### config.mk
export PLATFORM = sky130hd
export DESIGN_NAME = bist_ctrl_flat
export DESIGN_NICKNAME = d
export VERILOG_FILES = /design/src/rtl/bist_pkg.sv /design/src/rtl/bist_ctrl_if.sv /design/src/rtl/bist_patcnt.sv /design/src/rtl/bist_ctrl.sv /design/src/flat_wrapper.sv
export SDC_FILE = /design/constraint.sdc
export NUM_CORES = 1
export LEC_CHECK = 0
export CAP_MARGIN = 20
export CORE_AREA = 5 5 42 44
export DETAILED_ROUTE_END_ITERATION = 8
export DIE_AREA = 0 0 47 49
export HOLD_SLACK_MARGIN = 0.05
export SLEW_MARGIN = 20
export SYNTH_ARGS = -nofsm -noshare
export SYNTH_HDL_FRONTEND = slang
export SYNTH_SLANG_ARGS = --single-unit
### constraint.sdc
create_clock -name clk -period 1.7 [get_ports clk]
set_input_delay 0.34 -clock clk [delete_from_list [all_inputs] [get_ports clk]]
set_output_delay 0.34 -clock clk [all_outputs]
set_load 0.05 [all_outputs]
### src/rtl/bist_pkg.sv
// bist_pkg: shared types and constants for the BIST sequencing slice.
//   - bist_state_e : controller state encoding
//   - SIG_W_DEF    : default SISR signature width
//   - LFSR_W       : pattern generator width
//   - FAILCNT_W    : failed-run counter width
//   - LFSR_SEED    : nonzero seed the generator loads on seed_ld
//   - cnt_width()  : minimum counter width able to hold a value n
package bist_pkg;

   typedef enum logic [2:0] {
      ST_IDLE  = 3'd0,
      ST_SEED  = 3'd1,
      ST_RUN   = 3'd2,
      ST_CHECK = 3'd3,
      ST_DONE  = 3'd4
   } bist_state_e;

   localparam int SIG_W_DEF = 4;
   localparam int LFSR_W    = 5;
   localparam int FAILCNT_W = 8;

   localparam logic [LFSR_W-1:0] LFSR_SEED = 5'b00001;

   function automatic int cnt_width(input int n);
      return (n < 2) ? 1 : $clog2(n + 1);
   endfunction

endpackage

### src/rtl/bist_ctrl_if.sv
// bist_ctrl_if: request/strobe/status bundle between the BIST controller and
// its environment (requester + LFSR/SISR datapath).
//   master : drives start, abort, sig; observes strobes and status
//   slave  : the controller; drives seed_ld, lfsr_en, sisr_en, busy, done,
//            pass (and fail_cnt when BIST_FAILCNT_EN is defined)
// Macro BIST_FAILCNT_EN adds the fail_cnt signal to both modports.
interface bist_ctrl_if
   import bist_pkg::*;
#(
   parameter int SIG_W = SIG_W_DEF
);

   logic             start;
   logic             abort;
   logic [SIG_W-1:0] sig;
   logic             seed_ld;
   logic             lfsr_en;
   logic             sisr_en;
   logic             busy;
   logic             done;
   logic             pass;
`ifdef BIST_FAILCNT_EN
   logic [FAILCNT_W-1:0] fail_cnt;

   modport master (
      output start, abort, sig,
      input  seed_ld, lfsr_en, sisr_en, busy, done, pass, fail_cnt
   );

   modport slave (
      input  start, abort, sig,
      output seed_ld, lfsr_en, sisr_en, busy, done, pass, fail_cnt
   );
`else
   modport master (
      output start, abort, sig,
      input  seed_ld, lfsr_en, sisr_en, busy, done, pass
   );

   modport slave (
      input  start, abort, sig,
      output seed_ld, lfsr_en, sisr_en, busy, done, pass
   );
`endif

endinterface

### src/rtl/bist_patcnt.sv
// bist_patcnt: pattern-cycle up-counter for the BIST controller.
//   clk, rst_b : clock, async active-low reset (count -> 0)
//   clr        : load zero (wins over en)
//   en         : advance by one
//   tc         : count equals PAT_COUNT-1, i.e. the current enabled cycle
//                is the last pattern cycle
// Width is the minimum that covers PAT_COUNT, so the single step past the
// terminal count never wraps.
module bist_patcnt
   import bist_pkg::*;
#(
   parameter int PAT_COUNT = 31
)(
   input  logic clk,
   input  logic rst_b,
   input  logic clr,
   input  logic en,
   output logic tc
);

   localparam int CNT_W = cnt_width(PAT_COUNT);

   logic [CNT_W-1:0] cnt;

   always_ff @(posedge clk or negedge rst_b) begin
      if (!rst_b) begin
         cnt <= '0;
      end else if (clr) begin
         cnt <= '0;
      end else if (en) begin
         cnt <= cnt + CNT_W'(1);
      end
   end

   assign tc = (cnt == CNT_W'(PAT_COUNT - 1));

endmodule

### src/rtl/bist_ctrl.sv
// bist_ctrl: sequencing controller for the LFSR -> CUT -> SISR self-test path.
// Reseeds the LFSR and clears the SISR, runs PAT_COUNT pattern cycles, then
// compares the settled signature with GOLDEN_SIG.
//   clk, rst_b : clock, async active-low reset
//   bus        : bist_ctrl_if.slave (start/abort/sig in; strobes, busy,
//                done, pass and optional fail_cnt out)
// Macro BIST_FAILCNT_EN adds a saturating count of failed runs that only
// reset clears.
//
// state | meaning
// IDLE  | waiting for start, all strobes low
// SEED  | seed_ld high one cycle, pattern counter cleared
// RUN   | lfsr_en/sisr_en high, PAT_COUNT cycles
// CHECK | enables low, final signature compared
// DONE  | done high, result held until start or abort
module bist_ctrl
   import bist_pkg::*;
#(
   parameter int               PAT_COUNT  = 31,
   parameter int               SIG_W      = SIG_W_DEF,
   parameter logic [SIG_W-1:0] GOLDEN_SIG = SIG_W'(4'hA)
)(
   input  logic        clk,
   input  logic        rst_b,
   bist_ctrl_if.slave  bus
);

   bist_state_e state, nxt_state;
   logic        last_pat;
   logic        pass_q;
   logic        sig_match;

   bist_patcnt #(
      .PAT_COUNT (PAT_COUNT)
   ) u_patcnt (
      .clk   (clk),
      .rst_b (rst_b),
      .clr   (state == ST_SEED),
      .en    (state == ST_RUN),
      .tc    (last_pat)
   );

   always_ff @(posedge clk or negedge rst_b) begin
      if (!rst_b) begin
         state <= ST_IDLE;
      end else begin
         state <= nxt_state;
      end
   end

   // abort dominates every state, including a simultaneous start
   always_comb begin
      nxt_state = state;
      if (bus.abort) begin
         nxt_state = ST_IDLE;
      end else begin
         case (state)
            ST_IDLE,
            ST_DONE:  if (bus.start) nxt_state = ST_SEED;
            ST_SEED:  nxt_state = ST_RUN;
            ST_RUN:   if (last_pat) nxt_state = ST_CHECK;
            ST_CHECK: nxt_state = ST_DONE;
            default:  nxt_state = ST_IDLE;
         endcase
      end
   end

   // sig is sampled one cycle after the last sisr_en cycle
   assign sig_match = (bus.sig == GOLDEN_SIG);

   always_ff @(posedge clk or negedge rst_b) begin
      if (!rst_b) begin
         pass_q <= 1'b0;
      end else if (bus.abort) begin
         pass_q <= 1'b0;
      end else if (state == ST_CHECK) begin
         pass_q <= sig_match;
      end
   end

`ifdef BIST_FAILCNT_EN
   logic [FAILCNT_W-1:0] fail_cnt_q;

   always_ff @(posedge clk or negedge rst_b) begin
      if (!rst_b) begin
         fail_cnt_q <= '0;
      end else if ((state == ST_CHECK) && !bus.abort && !sig_match
                   && (fail_cnt_q != '1)) begin
         fail_cnt_q <= fail_cnt_q + FAILCNT_W'(1);
      end
   end

   assign bus.fail_cnt = fail_cnt_q;
`endif

   assign bus.seed_ld = (state == ST_SEED);
   assign bus.lfsr_en = (state == ST_RUN);
   assign bus.sisr_en = (state == ST_RUN);
   assign bus.busy    = (state == ST_SEED) || (state == ST_RUN) || (state == ST_CHECK);
   assign bus.done    = (state == ST_DONE);
   assign bus.pass    = pass_q;

endmodule

### src/flat_wrapper.sv
// flat-port wrapper written by rule: the top's interface ports become plain ports
module bist_ctrl_flat import bist_pkg::*;
#(
   parameter int               PAT_COUNT  = 31,
   parameter int               SIG_W      = SIG_W_DEF,
   parameter logic [SIG_W-1:0] GOLDEN_SIG = SIG_W'(4'hA)
)
  (clk, rst_b, bus_start, bus_abort, bus_sig, bus_seed_ld, bus_lfsr_en, bus_sisr_en, bus_busy, bus_done, bus_pass);
  bist_ctrl_if #(.SIG_W(SIG_W)) bus_i ();
  input  logic clk;
  input  logic rst_b;
  input wire logic [$bits(bus_i.start)-1:0] bus_start;
  input wire logic [$bits(bus_i.abort)-1:0] bus_abort;
  input wire logic [$bits(bus_i.sig)-1:0] bus_sig;
  output wire logic [$bits(bus_i.seed_ld)-1:0] bus_seed_ld;
  output wire logic [$bits(bus_i.lfsr_en)-1:0] bus_lfsr_en;
  output wire logic [$bits(bus_i.sisr_en)-1:0] bus_sisr_en;
  output wire logic [$bits(bus_i.busy)-1:0] bus_busy;
  output wire logic [$bits(bus_i.done)-1:0] bus_done;
  output wire logic [$bits(bus_i.pass)-1:0] bus_pass;
  assign bus_i.start = bus_start;
  assign bus_i.abort = bus_abort;
  assign bus_i.sig = bus_sig;
  assign bus_seed_ld = bus_i.seed_ld;
  assign bus_lfsr_en = bus_i.lfsr_en;
  assign bus_sisr_en = bus_i.sisr_en;
  assign bus_busy = bus_i.busy;
  assign bus_done = bus_i.done;
  assign bus_pass = bus_i.pass;
  bist_ctrl #(.PAT_COUNT(PAT_COUNT), .SIG_W(SIG_W), .GOLDEN_SIG(GOLDEN_SIG)) u_core (.clk(clk), .rst_b(rst_b), .bus(bus_i));
endmodule
==> summary.md <==
| Metric | Value |
|---|---|
| TNS Setup | 0 ns |
| Most frequent cells in the layout | 8 x dfrtp_1, 7 x clkdlybuf4s50_1, 6 x buf_4, 5 x buf_12, 4 x nor2_1 |
| Worst Slack Setup Final | roughly 0.037 ns |
| First-pass detailed-route iteration total | 4 |
| Die H | between 40 and 50 um |
| CTS buffer count | 3 |
| # nets final | a little under 80 |
| Pin count of the biggest net entering global routing | 10 |
| Max incr delay on CP | about 0.43 ns |
| Area growth, synth to finish | 55.6% |
| Vias/cell | roughly 5 |
| Critical Path End Type | output port |
| Reg clk slew, reported paths | ~0.060 ns |
| GR Util All Layers | between 10% and 20% |
| Initial antenna violation count | 0 |
| Post-CTS Hold Buffers | 0 |
| Worst-skew pair later-pin latency | between 0.2 and 0.3 ns |
| F_max | approximately 600 MHz |
| Fin. Hold Viols | 0 |
| Yosys top cell area share | a little under half |
| Worst clock skew | between 0.002 and 0.0025 ns |
| Post-synthesis cell count | 45 |
| Final count of negative-setup-slack endpoints | 0 |
| H-tree depth | 1 |
| Share of cells above drive strength 1 | 28.8% |
| Wire per inst | ~13 um |
| P_leak | between 0.3 and 0.4 nW |
| Max Cap Viol | 0 |
| Worst-path cell chain | or3b_4 > clkinv_4 > buf_12 |
| Crit Path Max Fanout | 5 |
| Fill cells | approximately 130 |
| CTS tree | built |
| Synth Register Bits | 9 |
| Syn Area/Cell | between 10 and 15 sq um |
| Max-Slew Margin vs Limit | 72.2% |
| Register area | about 230 sq um |
| Diode count | 0 |
| Worst Path Required | about 1.4 ns |
| Worst-Margin Slew | between 0.4 and 0.5 ns |
| RSZ-0062 raised after global routing | no |
| Vias in the first global route | between 400 and 500 |
| Vias | between 400 and 500 |
| FP Rows | 14 |
| Port Buffers | 13 |
| Core area | approximately 1400 sq um |
| Max-slew violation count | 0 |
| Clk root buf | clkbuf_4 |
| Min cycle time layout | about 1.7 ns |
| Largest area contributor in the netlist | dfrtp_1 |
| Initial Util | 34.2% |
| Final WL | ~1100 um |
| I/O pin count | 14 |
| DR DRC count | 0 |
| Ratio of final minimum period to clock period | a little over nine tenths |
| Worst endpoint data arrival time | ~1.3 ns |
| Syn Std Cell Area | around 480 sq um |
| Gr ovfl total | 0 |
| Commonest non-fill, non-tap cell in the layout | dfrtp_1 |
| Synth Warn # | 0 |
| DR iter-0 viols | 6 |
| Netlist cell types | 24 |
| Post-synthesis sequential area ratio | around 47% |
| WS Path Type | flop to output port |
| Detailed placer's ending HPWL | just under 800 um |
| Clk sinks | 9 |
| Die area | ~2300 sq um |
| Pwr Density | between 800 and 900 nW/um^2 |
| Peak VDD IR | 353 uV |
| First-pass GRT wire length | around 1800 um |
| Crit start category | flop |
| Status | finished, final reports clean |
| Deepest clock path buffer count | 2 |
| Hold Path Class | input port to asynchronous set/reset pin |
| Slowest CP cell | or3b_4 |
| Top cells by area, synth | dfrtp_1 47%, ha_1 5.2%, nand3b_1 4.7% |
| Final ANT Viol Nets | 0 |
| RD Place Congestion | between 0.7 and 0.8 |
| Die Wd | 47 um |
| Area of the multi-input gates | between 200 and 250 sq um |
| Pre-CTS WS | ~0.24 ns |
| Net Count, Synth | between 50 and 60 |
## metrics by stage
stage	util, %	total power, mW	std cells	instance area [sq um]	hold WS [ns]
global route	53.2	0.640	82	746	0.402
CTS	52.7	0.607	81	738	0.390
finish	53.2	0.601	82	746	0.378
detailed placement	49.1	0.428	74	688	0.535
floorplan	-	0.352	45	490	0.0444
global placement	49.1	0.428	74	688	0.522
## area by class of cell
cell class / count / share of cell area [%]
multi-input combinational: 32 / 32.4
tap: 16 / 2.68
timing repair buffer: 18 / 28.9
clock buffer: 4 / 3.52
sequential: 9 / 30.4
inverter: 3 / 2.18
## flip-flops by register name (all words and copies together) (netlist names)
name,cells
u_core.bus.pass,1
u_core.state,3
u_core.u_patcnt.cnt,5
## synth_stat cells
cell type and n:
xnor2_1 2, or3b_4 1, a22o_1 2, ha_1 2, and2_1 1, nand3_1 2
nor3_1 1, nor3b_1 3, nand4_1 1, o21ai_0 1, nand3b_1 3, o2bb2ai_1 1
nor2b_1 1, nor2_1 4, a211o_1 1, mux2i_1 1, buf_4 1, nor4bb_1 1
a21oi_1 2, clkinv_4 1, nor2_2 1, dfrtp_1 9, o22ai_1 1, inv_1 2
## worst paths after layout
| check | from | to | slack (ns) | depth (start not counted) |
|---|---|---|---|---|
| worst max-delay path | u_core.state[0] | bus_lfsr_en | 0.04 | 3 |
| worst min-delay path | rst_b | u_core.state[2] | 0.38 | 1 |
| worst max register to register | u_core.state[0] | u_core.u_patcnt.cnt[2] | 0.30 | 4 |
| worst min register to register | u_core.bus.pass | u_core.bus.pass | 0.54 | 2 |
| max in group asynchronous | rst_b | u_core.state[1] | 1.01 | 1 |
| min in group clk | u_core.bus.pass | u_core.bus.pass | 0.54 | 2 |
## worst max-delay path: cells and delay by family (launching register included)
| family | cells | cell delay, ns |
|---|---|---|
| buf+inv | 2 | 0.22 |
| flops | 1 | 0.41 |
| simple gates | 1 | 0.43 |
## where the power goes
part	internal [mW]	leakage, nW	switching [mW]
Sequential	0.234	0.121	0.0231
Combinational	0.0897	0.203	0.0866
Clock	0.0906	0.0150	0.0766
## metal layers
metal | wire, um | GRT usage [%] | vias up
met4 | 0 | 4.15 | 0
met5 | 0 | 0 | -
met1 | 494 | 14.7 | 197
li1 | - | - | 204
met2 | 532 | 15.6 | 5
met3 | 33 | 3.32 | 0
## what timing repair did
action	CTS	global route
buffers inserted	3	1
setup endpoints to repair	2	2
resized for setup	1	0
## cell families after synthesis
kind of cell | share of synthesized area (%)
xor gates and xnor gates | 3.66
DFF | 47.0
adders and majority gates | 5.22
and+or+nand+nor | 25.3
buffers and inverters | 4.96
muxes | 2.09
AOI/OAI and AO/OA | 11.8
No activity file was read; power rests on OpenSTA's default activity.
